**src/rtl/ifetch_seq.sv**
```systemverilog
// ifetch_seq: instruction-fetch sequencer that owns the word-address PC and the I-mem read port.
// Define IFETCH_FAULT_EN to make an accepted MemErr response latch a sticky Fault and halt fetch.
module ifetch_seq #(
   parameter int unsigned      PC_W     = 30,
   parameter logic [PC_W-1:0]  RESET_PC = '0
) (
   input  logic            clk,
   input  logic            reset,
   output logic            ReqValid,
   input  logic            ReqReady,
   output logic [PC_W-1:0] ReqAddr,
   input  logic            RespValid,
   input  logic [31:0]     RespData,
   input  logic            MemErr,
   output logic            InstrValid,
   input  logic            InstrReady,
   output logic [31:0]     Instr,
   output logic [PC_W-1:0] InstrPC,
   input  logic            Redirect,
   input  logic [PC_W-1:0] RedirectPC,
   output logic            Fault
);

   localparam logic [2:0] S_IDLE  = 3'd0;
   localparam logic [2:0] S_REQ   = 3'd1;
   localparam logic [2:0] S_WAIT  = 3'd2;
   localparam logic [2:0] S_HOLD  = 3'd3;
`ifdef IFETCH_FAULT_EN
   localparam logic [2:0] S_FAULT = 3'd4;
`endif

   logic [2:0]      state;
   logic [PC_W-1:0] pc;
   // Set when the outstanding response belongs to a path abandoned by a redirect.
   logic            discard;

   assign ReqValid   = (state == S_REQ);
   assign ReqAddr    = pc;
   assign InstrValid = (state == S_HOLD);

`ifdef IFETCH_FAULT_EN
   logic fault_q;
   assign Fault = fault_q;
`else
   logic unused_mem_err;
   assign unused_mem_err = MemErr;
   assign Fault          = 1'b0;
`endif

   // NOTE: all state below uses non-blocking assignments so every register sees pre-edge values.
   always_ff @(posedge clk or posedge reset) begin
      if (reset) begin
         state   <= S_IDLE;
         pc      <= RESET_PC;
         discard <= 1'b0;
         Instr   <= '0;
         InstrPC <= RESET_PC;
`ifdef IFETCH_FAULT_EN
         fault_q <= 1'b0;
`endif
      end else begin
         case (state)
            S_IDLE: begin
               state <= S_REQ;
               if (Redirect) pc <= RedirectPC;
            end

            S_REQ: begin
               if (ReqReady) begin
                  InstrPC <= pc;
                  state   <= S_WAIT;
               end
               // An accepted request already carries the old PC, so its data must be dropped.
               if (Redirect) begin
                  pc <= RedirectPC;
                  if (ReqReady) discard <= 1'b1;
               end
            end

            S_WAIT: begin
               if (RespValid) begin
                  discard <= 1'b0;
                  if (discard || Redirect) begin
                     state <= S_REQ;
                  end
`ifdef IFETCH_FAULT_EN
                  else if (MemErr) begin
                     fault_q <= 1'b1;
                     state   <= S_FAULT;
                  end
`endif
                  else begin
                     Instr <= RespData;
                     state <= S_HOLD;
                  end
               end else if (Redirect) begin
                  discard <= 1'b1;
               end
               if (Redirect) pc <= RedirectPC;
            end

            S_HOLD: begin
               // Redirect wins over the decode handshake: the held word is simply abandoned.
               if (Redirect) begin
                  pc    <= RedirectPC;
                  state <= S_REQ;
               end else if (InstrReady) begin
                  pc    <= pc + PC_W'(1);
                  state <= S_REQ;
               end
            end

`ifdef IFETCH_FAULT_EN
            S_FAULT: begin
               state <= S_FAULT;
            end
`endif

            default: begin
               state <= S_IDLE;
            end
         endcase
      end
   end

endmodule

```
**config.mk**
```make
export PLATFORM = sky130hd
export DESIGN_NAME = ifetch_seq
export DESIGN_NICKNAME = d
export VERILOG_FILES = /design/src/rtl/ifetch_seq.sv
export SDC_FILE = /design/constraint.sdc
export NUM_CORES = 1
export LEC_CHECK = 0
export CAP_MARGIN = 40
export CORE_MARGIN = 2
export CORE_UTILIZATION = 44
export DETAILED_ROUTE_END_ITERATION = 6
export GPL_TIMING_DRIVEN = 0
export PLACE_DENSITY = 0.81
export SYNTH_ARGS = -nofsm -noshare
export SYNTH_HDL_FRONTEND = slang
export SYNTH_SLANG_ARGS = --single-unit
```
**constraint.sdc**
```tcl
create_clock -name clk -period 4.03 [get_ports clk]
set_input_delay 0.806 -clock clk [delete_from_list [all_inputs] [get_ports clk]]
set_output_delay 0.806 -clock clk [all_outputs]
set_load 0.1 [all_outputs]
```
Yosys cells after proc, flatten, opt, wreduce, memory -nomap -nowiden
Index checks and enable logic that the tools add are counted.
{"block": "totals", "ff_bits": 96, "output_inout_bits": 95, "wordCells": 41}
{"block": "classes", "addsub": 1, "n_eq_ne": 9, "n_mux": 15, "n_bitwise": 1, "n_reduce_logical": 10}
{"op": "$mux 30", "n": 3}
{"op": "$pmux 30 s2", "n": 1}
{"op": "$add 30x1->30 const B", "n": 1}
{"op": "$mux 3", "n": 4}
{"op": "$pmux 3 s4", "n": 1}
{"op": "$reduce_and 3->1", "n": 3}
{"op": "$eq 3x2->1 const B", "n": 2}
{"op": "$ne 2x1->1 const B", "n": 3}
{"op": "$mux 1", "n": 4}
{"op": "$reduce_and 4->1", "n": 1}
{"op": "$reduce_bool 2->1", "n": 2}
{"op": "$eq 3x1->1 const B", "n": 1}
{"op": "$logic_not 3->1", "n": 1}
{"op": "$ne 3x1->1 const B", "n": 1}
{"op": "$ne 3x3->1 const B", "n": 1}
{"op": "$reduce_or 3->1", "n": 1}
{"op": "$mux 2", "n": 1}
{"op": "$ne 2x2->1 const B", "n": 1}
{"op": "$pmux 1 s2", "n": 1}
{"op": "$reduce_and 2->1", "n": 1}
{"op": "$logic_or 1x1->1", "n": 1}
{"op": "$not 1->1", "n": 1}

Longest topological paths before layout
{"block": "logic_depth", "depth_word": 4, "mapped_depth": 6}

Worst setup path before layout
Ideal clock, no wire load.
{"block": "synth_path", "path_type": "reg-to-reg", "start": "register state[1]", "end": "register InstrPC[13]", "setup_time_ns": 0.126, "t_arrival_ns": 2.806, "required_ns": 3.904, "path_slack_ns": 1.098, "stages_incl_launch_ff": 5, "path_buffers": 1, "path_cell_list": "dfrtp_1 > nor2b_1 > nand2_1 > buf_1 > mux2_2"}
{"block": "synth_between", "elab_chain_len": 2}
{"item": "start, declared", "line": "32", "text": "logic [2:0] state;"}
{"item": "start signal, assigned", "line": "53", "text": "state <= S_IDLE;"}
{"item": "start signal, assigned", "line": "64", "text": "state <= S_REQ;"}
{"item": "start signal, assigned", "line": "71", "text": "state <= S_WAIT;"}
{"item": "$eq 3x1->1"}
{"item": "net ReqValid", "line": "9", "text": "output logic ReqValid,"}
{"item": "$reduce_and 2->1 (no line)"}
{"item": "end signal, assigned", "line": "70", "text": "InstrPC <= pc;"}
{"item": "end, declared", "line": "18", "text": "output logic [PC_W-1:0] InstrPC,"}
The timed path passes the listed nets, and every way through them passes these cells.
A chain may end at the register's enable or synchronous reset.

Worst setup path after layout
{"block": "layout_path", "start": "register state[1]", "end": "output ReqValid"}
{"block": "layout_between", "elab_chain_len": 1}
{"item": "$eq 3x1->1", "line": "37", "text": "assign ReqValid = (state == S_REQ);"}
{"item": "end, declared", "line": "9"}
No other way between the ends.

==> impl_metrics.env <==
export IMPL_rsz0062_at_grt="false"
export IMPL_min_path_type="reg2reg"
export IMPL_cts_htree_levels=3
export IMPL_num_io_pins=164
export IMPL_max_freq_ghz=0.376
export IMPL_hold_violations=0
export IMPL_tns_ns=0
export IMPL_nNetsFinal=686
export IMPL_multi_input_area_um2=1740
export IMPL_cts_setup_buffers=0
export IMPL_cap_violations=0
export IMPL_crit_buf_inv=2
export IMPL_switching_share_pct=51.0
export IMPL_antenna_left=0
export IMPL_ys_ff_latch=95
export IMPL_arrival_ns=1.86
export IMPL_synth_top_area_share_pct=56.3
export IMPL_clk_pin_slew_ns=0.09
export IMPL_antenna_cells=0
export IMPL_drt_wirelength_per_cell_um=19.0
export IMPL_rows=35
export IMPL_setup_viol=0
export IMPL_grt_pass1_vias=4209
export IMPL_cp_start_kind="flop"
export IMPL_cpLargestDelayFamily="buffers and inverters"
export IMPL_power_density_nw_per_um2=935
export IMPL_antenna_found_initial=0
export IMPL_p_int_mw=3.57
export IMPL_syn_area_um2=4220
export IMPL_cp_slowest_cell="clkdlybuf4s50_1"
export IMPL_seq_area_um2=2380
export IMPL_critPathMaxFanout=7
export IMPL_routed_top_layer="met4"
export IMPL_peakVddDrop_mv=0.589
export IMPL_clock_skew_ns=0.0177
export IMPL_drt_iter0_markers=233
export IMPL_routed_wl_um=14200
export IMPL_final_common_cell="clkdlybuf4s50_1"
export IMPL_grtUsageTotal_pct=28.3
export IMPL_status="finished, final reports clean"
export IMPL_crit_required_ns=3.22
export IMPL_slowest_delay_ns=0.62
export IMPL_cts_resized=0
export IMPL_synth_fp_nets=420
export IMPL_comb_power_share_pct=68.7
export IMPL_synth_area_leaders="dfrtp_1 56%, mux2_2 17%, xnor2_1 2.9%"
export IMPL_dieArea_um2=10400
export IMPL_drt_met1_wl_um=5360
export IMPL_end_kind="output pin"
export IMPL_power_total_mw=7.29
export IMPL_cts_tree="built"
export IMPL_synthDistinctLibCells=48
export IMPL_synth_flop_cell="dfrtp_1"
export IMPL_critPathKind="reg2out"
export IMPL_p_switching_mw=3.72
export IMPL_grt_max_degree=65
export IMPL_met2_length_um=7450
export IMPL_die_h_um=102
export IMPL_clock_latency_ns=0.37
export IMPL_grt_pass1_wl_um=22300
export IMPL_layout_common_cells="160 x clkdlybuf4s50_1, 95 x dfrtp_1, 84 x buf_8"
export IMPL_start_util_pct=45.5
export IMPL_core_um2=9280
export IMPL_grt_overflow_total=0
export IMPL_syn_inst=350
export IMPL_final_util_pct=83.9
export IMPL_met3_length_um=1100
export IMPL_drcViolationCount=0
export IMPL_ys_seq_area_share_pct=56.3
export IMPL_cts_sinks=95
export IMPL_power_share_sequential_pct=20.8
export IMPL_syn_to_final_growth_pct=84.5
export IMPL_min_period_ns=2.66
export IMPL_drive_gt1_share_pct=31.3
export IMPL_clockBufferDepth=2
export IMPL_clkPwrFrac_pct=10.5
export IMPL_hpwlAfterDp_um=10800
export IMPL_nFillCells=497
export IMPL_worst_pin_slew_ns=0.684
export IMPL_holdBufCountCts=0
export IMPL_synth_largest_area_cell="dfrtp_1"
export IMPL_async_flop_share_pct=100
export IMPL_maxSlewViolCount=0
export IMPL_yosysWarnings=0
export IMPL_syn_avg_cell_area_um2=12.1
export IMPL_gp_congestion=0.852
export IMPL_power_leakage_nw=3.30
export IMPL_cp_cell_sequence="nor2b_1 -> clkdlybuf4s50_1 -> buf_16"
export IMPL_post_route_period_util_pct=66.0
export IMPL_io_buffers=160
export IMPL_drt_vias_per_instance=5.28
export IMPL_synth_edf_count=0
export IMPL_die_w_um=102
export IMPL_cts_root_buf="clkbuf_8"
export IMPL_slew_headroom_pct=54.4
export IMPL_cts_buffers=9
export IMPL_vias=3958
export IMPL_firstDrtPassIters=5
path summary, 6_finish.rpt:
path | cells after the start | startpoint | end | slack [ns]
min | 2 | InstrPC[27]$_DFFE_PP0P_ | InstrPC[27]$_DFFE_PP0P_ | 0.49
min in group asynchronous | 2 | reset | Instr[3]$_DFFE_PP0P_ | 0.82
max reg2reg | 6 | ReqAddr[0]$_DFFE_PP0P_ | ReqAddr[22]$_DFFE_PP0P_ | 1.80
max in group asynchronous | 3 | reset | InstrPC[22]$_DFFE_PP0P_ | 2.55
min reg2reg | 2 | InstrPC[27]$_DFFE_PP0P_ | InstrPC[27]$_DFFE_PP0P_ | 0.49
max | 3 | state[1]$_DFFE_PP0P_ | ReqValid | 1.37
through the flow:
stage          hold slack (ns)  instances  setup WS, ns  cell area [µm²]
4_1_cts                  0.496        749          1.37             7790
3_3_place_gp             0.467        639        -0.686             5990
6_report                 0.487        749          1.37             7790
5_1_grt                  0.534        749          1.27             7790
2_1_floorplan            0.492        350         0.747             4220
3_5_place_dp             0.476        734          1.13             7550
registers in the layout (all words and copies together), names as in the netlist:
| register | count |
|---|---|
| ReqAddr | 30 |
| discard | 1 |
| Instr | 32 |
| InstrPC | 30 |
| state | 2 |
logic make-up after synthesis:
family	count (synthesis)	share of synthesized area (%)
AO/OA/AOI/OAI	48	6.78
XOR/XNOR	19	3.94
adder cells (fa/ha/maj)	1	0.296
buffers and inverters	23	2.58
flip-flops	95	56.3
multiplexers	65	17.3
other	1	0.0888
AND/OR/NAND/NOR	98	12.8
power groups by stage:
stage          Clock, mW  Sequential (mW)  Combinational [mW]
6_report           0.764             1.51                5.01
5_1_grt            0.812             1.55                5.13
4_1_cts            0.766             1.51                5.04
3_5_place_dp           0             1.53                5.02
3_3_place_gp           0             1.48                3.73
2_1_floorplan          0             3.78               0.575
layer usage:
layer	vias up	global-route usage, %
li1	1796	-
met1	1928	34.4
met2	200	49.5
met3	34	8.21
met4	0	7.49
met5	-	0
area by class of cell:
cell class / count / area share, %
inverter: 5 / 0.273
buffer: 18 / 1.16
clock inverter: 6 / 1.48
clock buffer: 9 / 1.59
multi-input combinational: 232 / 22.3
sequential: 95 / 30.5
timing repair buffer: 255 / 40.6
tap: 129 / 2.07
worst reg2reg max path: stages, from the launching register on:
cell and delay [ns]:
dfrtp_1 0.47, ha_1 0.23, and4_2 0.33, nand4_4 0.14, or4_4 0.54, xnor2_1 0.15
mux2_2 0.27
cell usage after synthesis, drive strengths merged (4+ instances only):
library cell  instances
and2                  4
nor4                  9
dfrtp                95
a21oi                 7
inv                   4
clkbuf                7
nor3                  4
and4                  5
buf                  11
nand4                 7
and3                  8
nor2                 12
xnor2                14
xor2                  5
nand2                31
o21ai                24
mux2                 63
nand3                11
No activity file was read; power rests on OpenSTA's default activity.
